`src/rtl/pillar_lower_animator.sv`:
```
// Lowers a pillar sprite 3 pixels per frame over 26 redraws, uncovering the vacated rows with background
// and handing off to an external sprite drawer between frames. Pixels take a 2-cycle setup/plot sequence.
module pillar_lower_animator (
  input  logic       clock,
  input  logic       resetn,
  input  logic       start,
  input  logic       frame_tick,
  input  logic [7:0] char_y,
  input  logic [2:0] pillar_color,
  input  logic [2:0] bg_color,
  input  logic       sprite_done,
  output logic [4:0] rom_x,
  output logic [4:0] rom_y,
  output logic [8:0] vga_x,
  output logic [7:0] vga_y,
  output logic [2:0] vga_color,
  output logic       vga_plot,
  output logic       sprite_req,
  output logic [7:0] char_y_out,
  output logic [4:0] steps,
  output logic       done
);

  typedef enum logic [2:0] {IDLE, DRAW, CHAR, WAIT, DONE} state_t;

  localparam logic [4:0] LAST_COL  = 5'd19;
  localparam logic [4:0] LAST_ROW  = 5'd25;
  localparam logic [4:0] LAST_STEP = 5'd25;

  state_t     state;
  logic [4:0] col;
  logic [4:0] row;
  logic [7:0] step_off;
  logic [7:0] ytop;
  logic [4:0] py;
  logic       use_bg;

  // Within DRAW, vga_plot doubles as the phase bit: 0 = SETUP, 1 = PLOT.
  always_ff @(posedge clock) begin
    if (!resetn || (state != IDLE && !start)) begin
      state      <= IDLE;
      steps      <= 5'd0;
      col        <= 5'd0;
      row        <= 5'd0;
      vga_plot   <= 1'b0;
      sprite_req <= 1'b0;
      done       <= 1'b0;
    end else begin
      case (state)
        IDLE: if (start) state <= DRAW;
        DRAW: begin
          vga_plot <= !vga_plot;
          if (vga_plot) begin
            if (col == LAST_COL) begin
              col <= 5'd0;
              if (row == LAST_ROW) begin
                row        <= 5'd0;
                state      <= CHAR;
                sprite_req <= 1'b1;
              end else begin
                row <= row + 5'd1;
              end
            end else begin
              col <= col + 5'd1;
            end
          end
        end
        CHAR: if (sprite_done) begin
          state      <= WAIT;
          sprite_req <= 1'b0;
        end
        WAIT: begin
          if (steps == LAST_STEP) begin
            state <= DONE;
            done  <= 1'b1;
          end else if (frame_tick) begin
            steps <= steps + 5'd1;
            state <= DRAW;
          end
        end
        DONE: state <= DONE;
        default: state <= IDLE;
      endcase
    end
  end

  assign step_off   = {3'b000, steps} + {2'b00, steps, 1'b0};
  assign ytop       = 8'd77 + step_off;
  assign char_y_out = char_y + step_off;

  // Region starts 3 rows above the pillar so the rows it just vacated get repainted.
  assign vga_x = 9'd116 + {4'b0000, col};
  assign vga_y = ytop - 8'd3 + {3'b000, row};
  assign rom_x = col;
  assign rom_y = (row >= 5'd3) ? (row - 5'd3) : 5'd0;

  // Rounded cap: the top 9 pillar rows keep background outside a widening triangle.
  assign py     = row - 5'd3;
  assign use_bg = (row < 5'd3) ||
                  ((py < 5'd9) && ((col > 5'd9 + py) || (col < 5'd9 - py)));

  assign vga_color = vga_plot ? (use_bg ? bg_color : pillar_color) : 3'd0;

endmodule

```
`config.mk`:
```
export PLATFORM = sky130hd
export DESIGN_NAME = pillar_lower_animator
export DESIGN_NICKNAME = d
export VERILOG_FILES = /design/src/rtl/pillar_lower_animator.sv
export SDC_FILE = /design/constraint.sdc
export NUM_CORES = 1
export LEC_CHECK = 0
export ABC_CLOCK_PERIOD_IN_PS = 9100
export CORE_MARGIN = 3
export CORE_UTILIZATION = 30
export DETAILED_ROUTE_END_ITERATION = 16
export GPL_ROUTABILITY_DRIVEN = 0
export MAX_ROUTING_LAYER = met4
export PLACE_DENSITY = 0.51
export RECOVER_POWER = 100
export SLEW_MARGIN = 25
export SYNTH_ARGS = -nofsm -noshare
export SYNTH_HDL_FRONTEND = slang
export SYNTH_SLANG_ARGS = --single-unit
```
`constraint.sdc`:
```
create_clock -name clock -period 9.1 [get_ports clock]
set_clock_uncertainty 0.15 [all_clocks]
set_input_delay 0.91 -clock clock [delete_from_list [all_inputs] [get_ports clock]]
set_output_delay 0.91 -clock clock [all_outputs]
set_load 0.005 [all_outputs]
```
# Word level (Yosys, flattened, before mapping)
# Cells that the tools add are included.
word_totals:
  regBits: 21
  output_inout_bits: 46
  elab_cells: 73
op_classes:
  addsub: 12
  n_lt_le_gt_ge: 5
  eq_ne: 13
  n_mux: 18
  bitwise: 1
  n_reduce_logical: 17
ops:
  columns: ["cell", "n"]
  rows:
  - ["two-way mux 3 bit", 9]
  - ["adder 5 x 1 -> 5 bit (second input constant)", 3]
  - ["== test 5 bit (second input constant)", 3]
  - ["two-way mux 5 bit", 3]
  - ["case mux 3 bit (5 select lines)", 1]
  - ["inequality test 2 bit (second input constant)", 5]
  - ["adder 7 x 5 -> 8 bit (first input constant)", 1]
  - ["adder 7 x 7 -> 8 bit (first input constant)", 1]
  - ["adder 8 x 5 -> 8 bit", 1]
  - ["adder 8 x 7 -> 8 bit", 1]
  - ["subtractor 8 x 2 -> 8 bit (second input constant)", 1]
  - ["adder 5 x 6 -> 7 bit", 1]
  - ["== test 3 x 2 -> 1 bit (second input constant)", 2]
  - ["AND reduction 3 bit", 2]
  - ["AND reduction 6 bit", 1]
  - ["adder 4 x 5 -> 5 bit (first input constant)", 1]
  - ["greater-or-equal comparator 5 x 2 -> 1 bit (second input constant)", 1]
  - ["greater-than comparator 5 bit", 1]
  - ["< comparator 5 x 2 -> 1 bit (second input constant)", 1]
  - ["< comparator 5 x 4 -> 1 bit (second input constant)", 1]
  - ["< comparator 5 bit", 1]
  - ["AND reduction 5 bit", 1]
  - ["subtractor 4 x 5 -> 5 bit (first input constant)", 1]
  - ["subtractor 5 x 2 -> 5 bit (second input constant)", 1]
  - ["other kinds (13)", 22]

# Longest topological paths before layout
depth:
  ltp_word: 8
  depth_mapped: 14

# Worst setup path before layout
# OpenSTA, ideal clock, no wires.
synth_timing:
  path_type: "register to output"
  start: "register row[2]"
  end: "output port vga_color[0]"
  arrival_time_ps: 2686
  required_time_ps: 8040
  slack_ps: 5354
  path_stages_with_launch: 14
  path_buffers: 1
  path_cell_list: "dfxtp_1 -> clkbuf_1 -> inv_1 -> ha_1 -> a21oi_1 -> xnor2_1 -> o22ai_1 -> nor2_1 -> xor2_1 -> ha_1 -> or2_2 -> o221a_2 -> o2111ai_1 -> nand3_1"
synth_between:
  elab_chain_len: 8
  word_cells_on_any_way: 12
  cone_classes: "add/sub: 3; order compare: 4; mux: 2; reduce/logical: 3"
synth_lines:
  columns: ["element", "line_no", "rtl"]
  rows:
  - ["start: declaration", "32", "logic [4:0] row;"]
  - ["start signal: assignment", "61", "row <= row + 5'd1;"]
  - ["subtractor 5 x 2 -> 5 bit", "98", "assign py = row - 5'd3;"]
  - ["adder 4 x 5 -> 5 bit / subtractor 4 x 5 -> 5 bit (equally long branches)", "100", "((py < 5'd9) && ((col > 5'd9 + py) || (col < 5'd9 - py)));"]
  - ["greater-than comparator 5 bit / < comparator 5 bit (equally long branches)", "100", null]
  - ["logical OR 1 bit", "100", null]
  - ["logical AND 1 bit", "100", null]
  - ["logical OR 1 bit *", "99", "assign use_bg = (row < 5'd3) ||"]
  - ["two-way mux 3 bit * (2 in series)", "102", "assign vga_color = vga_plot ? (use_bg ? bg_color : pillar_color) : 3'd0;"]
  - ["end: declaration", "16", "output logic [2:0] vga_color,"]
# Mark *: on every way between the ends. The rest lies on a longest branch, timed or not.

# Worst setup path in the final report
layout_timing:
  start: "register row[0]"
  end: "output port vga_color[0]"
# The elaborated chain is that of the path after synthesis.

==> metrics.md <==
| Metric | Value |
|---|---|
| All-Layer GR Usage | 0.1338 |
| Via density | 4.862 |
| Detail Placement HPWL | 4862 µm |
| Req. time, crit path | 8.04 ns |
| Post-route ant nets | 0 |
| Die area | 0.009139 mm² |
| Fraction of registers with async set/reset | 0 |
| Vias in the first global route | 2,130 |
| Row count | 32 |
| Register area share after synthesis | 0.1745 |
| Cell accounting for the most synthesized area | ha_1 |
| GR Overflow Total | 0 |
| Initial core utilization | 0.3101 |
| Clock transition at path regs | 0.08 ns |
| Post-route cell area | 0.003141 mm² |
| Most used cell, CP | ha_1 |
| Clk buf depth | 2 |
| Top cell type's share of synthesized area | 0.2338 |
| Post-synth EDFFs | 0 |
| Postcts setup bufs | 0 |
| Chip width | 95.60 µm |
| Final setup vio count | 0 |
| Power per cell area | 57.10 mW/mm² |
| First-pass DRT Iterations | 4 |
| Fin crit share | 0.5459 |
| Worst VDD drop | 0.05231 mV |
| WP data arrival | 3.91 ns |
| Hold Crit Class | flop to flop |
| Total chip power | 179.3 µW |
| Status | finished, final reports clean |
| Netlist Area Pre-Place | 0.002409 mm² |
| Placed cell count | 459 |
| CP Capture Type | primary output |
| Starting DRC count in detailed routing | 79 |
| Final Max Slew Viols | 0 |
| Port Buf Inserts | 63 |
| Synth warn | 0 |
| Crit-path max cell delay | 0.64 ns |
| Drt total wl | 5901 µm |
| CP Launch Type | flop |
| Routed vias | 2,251 |
| Slowest CP cell | dfxtp_1 |
| Leak pwr | 1.462 nW |
| IO Count | 65 |
| DIE HEIGHT | 95.60 µm |
| RSZ-0062 raised after global routing | no |
| Synth unique cells | 51 |
| Max-Cap Viols | 0 |
| CP Cell Sequence | ha_1 > xor2_1 > inv_1 > ha_1 > nor2b_1 > xnor2_1 > ha_1 > o21ai_0 > a21oi_1 > o221a_2 > o2111ai_1 > nand3_1 > dlygate4sd3_1 |
| CTS root buf | clkbuf_8 |
| Post-Layout Cell Count | 463 |
| CTS tree | built |
| Seq cells post-synth | 21 |
| FMAX | 201.3 MHz |
| Post-CTS sizing | 0 |
| WL/cell | 12.75 µm |
| Num CTS Buffers | 3 |
| # H-tree levels | 1 |
| Clock latency on the worst-skew pair | 0.26 ns |
| Placed Area | 0.003098 mm² |
| Clk sink count | 21 |
| Final nets | 429 |
| Crit Path Class | flop to primary output |
| Syn Nets | 375 |
| Share of cells above drive strength 1 | 0.02493 |
| Initial antenna violation count | 0 |
| Setup ws final | 4.132 ns |
| Worst slew pin tran | 0.7854 ns |
| Post-Synthesis Cells | 308 |
| Count of final hold-check violations | 0 |
| Crit-path max FO | 14 |
| Drc violations | 0 |
| Global-route wire length before repair | 9756 µm |
| Final Critical Period | 4.968 ns |
| Post-Syn Area per Cell | 7.820 µm² |
| Max_slew headroom | 0.4764 |
| Post-Route Setup TNS | 0 ns |
| Main synth FF type | dfxtp_1 |
| Area Growth Syn to Fin | 30.39% |
| Largest net degree at the start of global routing | 18 |
| Hold-fix buffers at CTS | 0 |
| Place WS | 4.499 ns |
| Diode count | 0 |
| Core area | 0.007767 mm² |
| Synth area leaders | ha_1 23%, dfxtp_1 17%, xnor2_1 7.3% |
-- logic make-up (layout without fill, tap and decap cells) --
logic type,Yosys count,count (layout),share of synthesized area
buffers and inverters,47,100,0.08156
flip-flops,21,21,0.1745
multiplexers,3,3,0.01299
XOR/XNOR,29,29,0.1055
other,1,1,0.001557
AND/OR/NAND/NOR,95,95,0.1964
AO/OA/AOI/OAI,64,64,0.1688
adder cells (fa/ha/maj),48,48,0.2587
-- Yosys cell counts, drive strengths merged, types with 2 or more instances --
cell type and n:
a211oi 3, a21o 5, a21oi 28, a32oi 3, and3 7, buf 7
clkbuf 8, dfxtp 21, fa 3, ha 45, inv 32, mux2i 2
nand2 10, nand3 12, nand3b 3, nand4 3, nor2 36, nor2b 5
nor3 8, nor3b 2, o2111ai 3, o21ai 9, o21bai 2, xnor2 20
xor2 9
-- registers in the layout (all words and copies together), names as in the netlist --
signal / cells
state: 3
rom_x: 5
done: 1
steps: 5
row: 5
sprite_req: 1
vga_plot: 1
-- layout make-up --
cell class                      instances  area [µm²]
Timing Repair Buffer                   64       634.4
Sequential cell                        21       420.4
Fill cell                             826        4627
Inverter                               32       120.1
Clock buffer                            3       41.29
Clock inverter                          1       5.005
Tap cell                              102       127.6
Multi-Input combinational cell        240        1792
-- report_power, final --
group | leakage, nW | internal [mW] | switching [mW]
combinational | 1.27 | 0.0144 | 0.00861
sequential | 0.170 | 0.0925 | 0.00218
clock | 0.0255 | 0.0305 | 0.0312
total | 1.46 | 0.137 | 0.0419
-- final timing paths --
path | slack, ns | cells after the start | from | endpoint
min | 0.32 | 2 | done | done
max | 4.13 | 13 | row[0] | vga_color[0]
min reg2reg | 0.32 | 2 | done | done
max reg2reg | 6.78 | 7 | steps[2] | steps[3]
-- per-layer routing --
metal  vias up  wire (µm)  GRT usage
met5         -          0          -
met4         0         46    0.02844
met3         8        132    0.01342
met2        30       2855     0.2200
met1      1036       2867     0.1777
li1       1177          -          -
-- critical path, delay by kind of cell, from the launching register on --
kind,cells,cell delay (ns)
flops,1,0.64
compound gates,4,0.69
fa+ha+maj,3,0.94
simple gates,2,0.24
xor+xnor,2,0.46
buf+inv,2,0.66
-- per-stage QoR --
step             util  hold slack [ns]
2_1_floorplan       -           0.3104
3_3_place_gp   0.3988           0.3173
3_5_place_dp   0.3988           0.3117
4_1_cts        0.4048           0.3370
5_1_grt        0.4043           0.3520
6_report       0.4043           0.3198
-- layout by cell type, fill, tap and decap left out, types with 5 or more instances in the layout --
cell type        count
o21ai_0              9
nor3_1               8
and3_1               7
nor2b_1              5
a21oi_1             27
dfxtp_1             21
inv_1               32
xor2_1               9
nor2_1              36
xnor2_1             20
nand3_1             12
clkdlybuf4s50_1     16
ha_1                45
nand2_1             10
a21o_1               5
dlygate4sd3_1       47
Power figures use the tool's default switching activity.
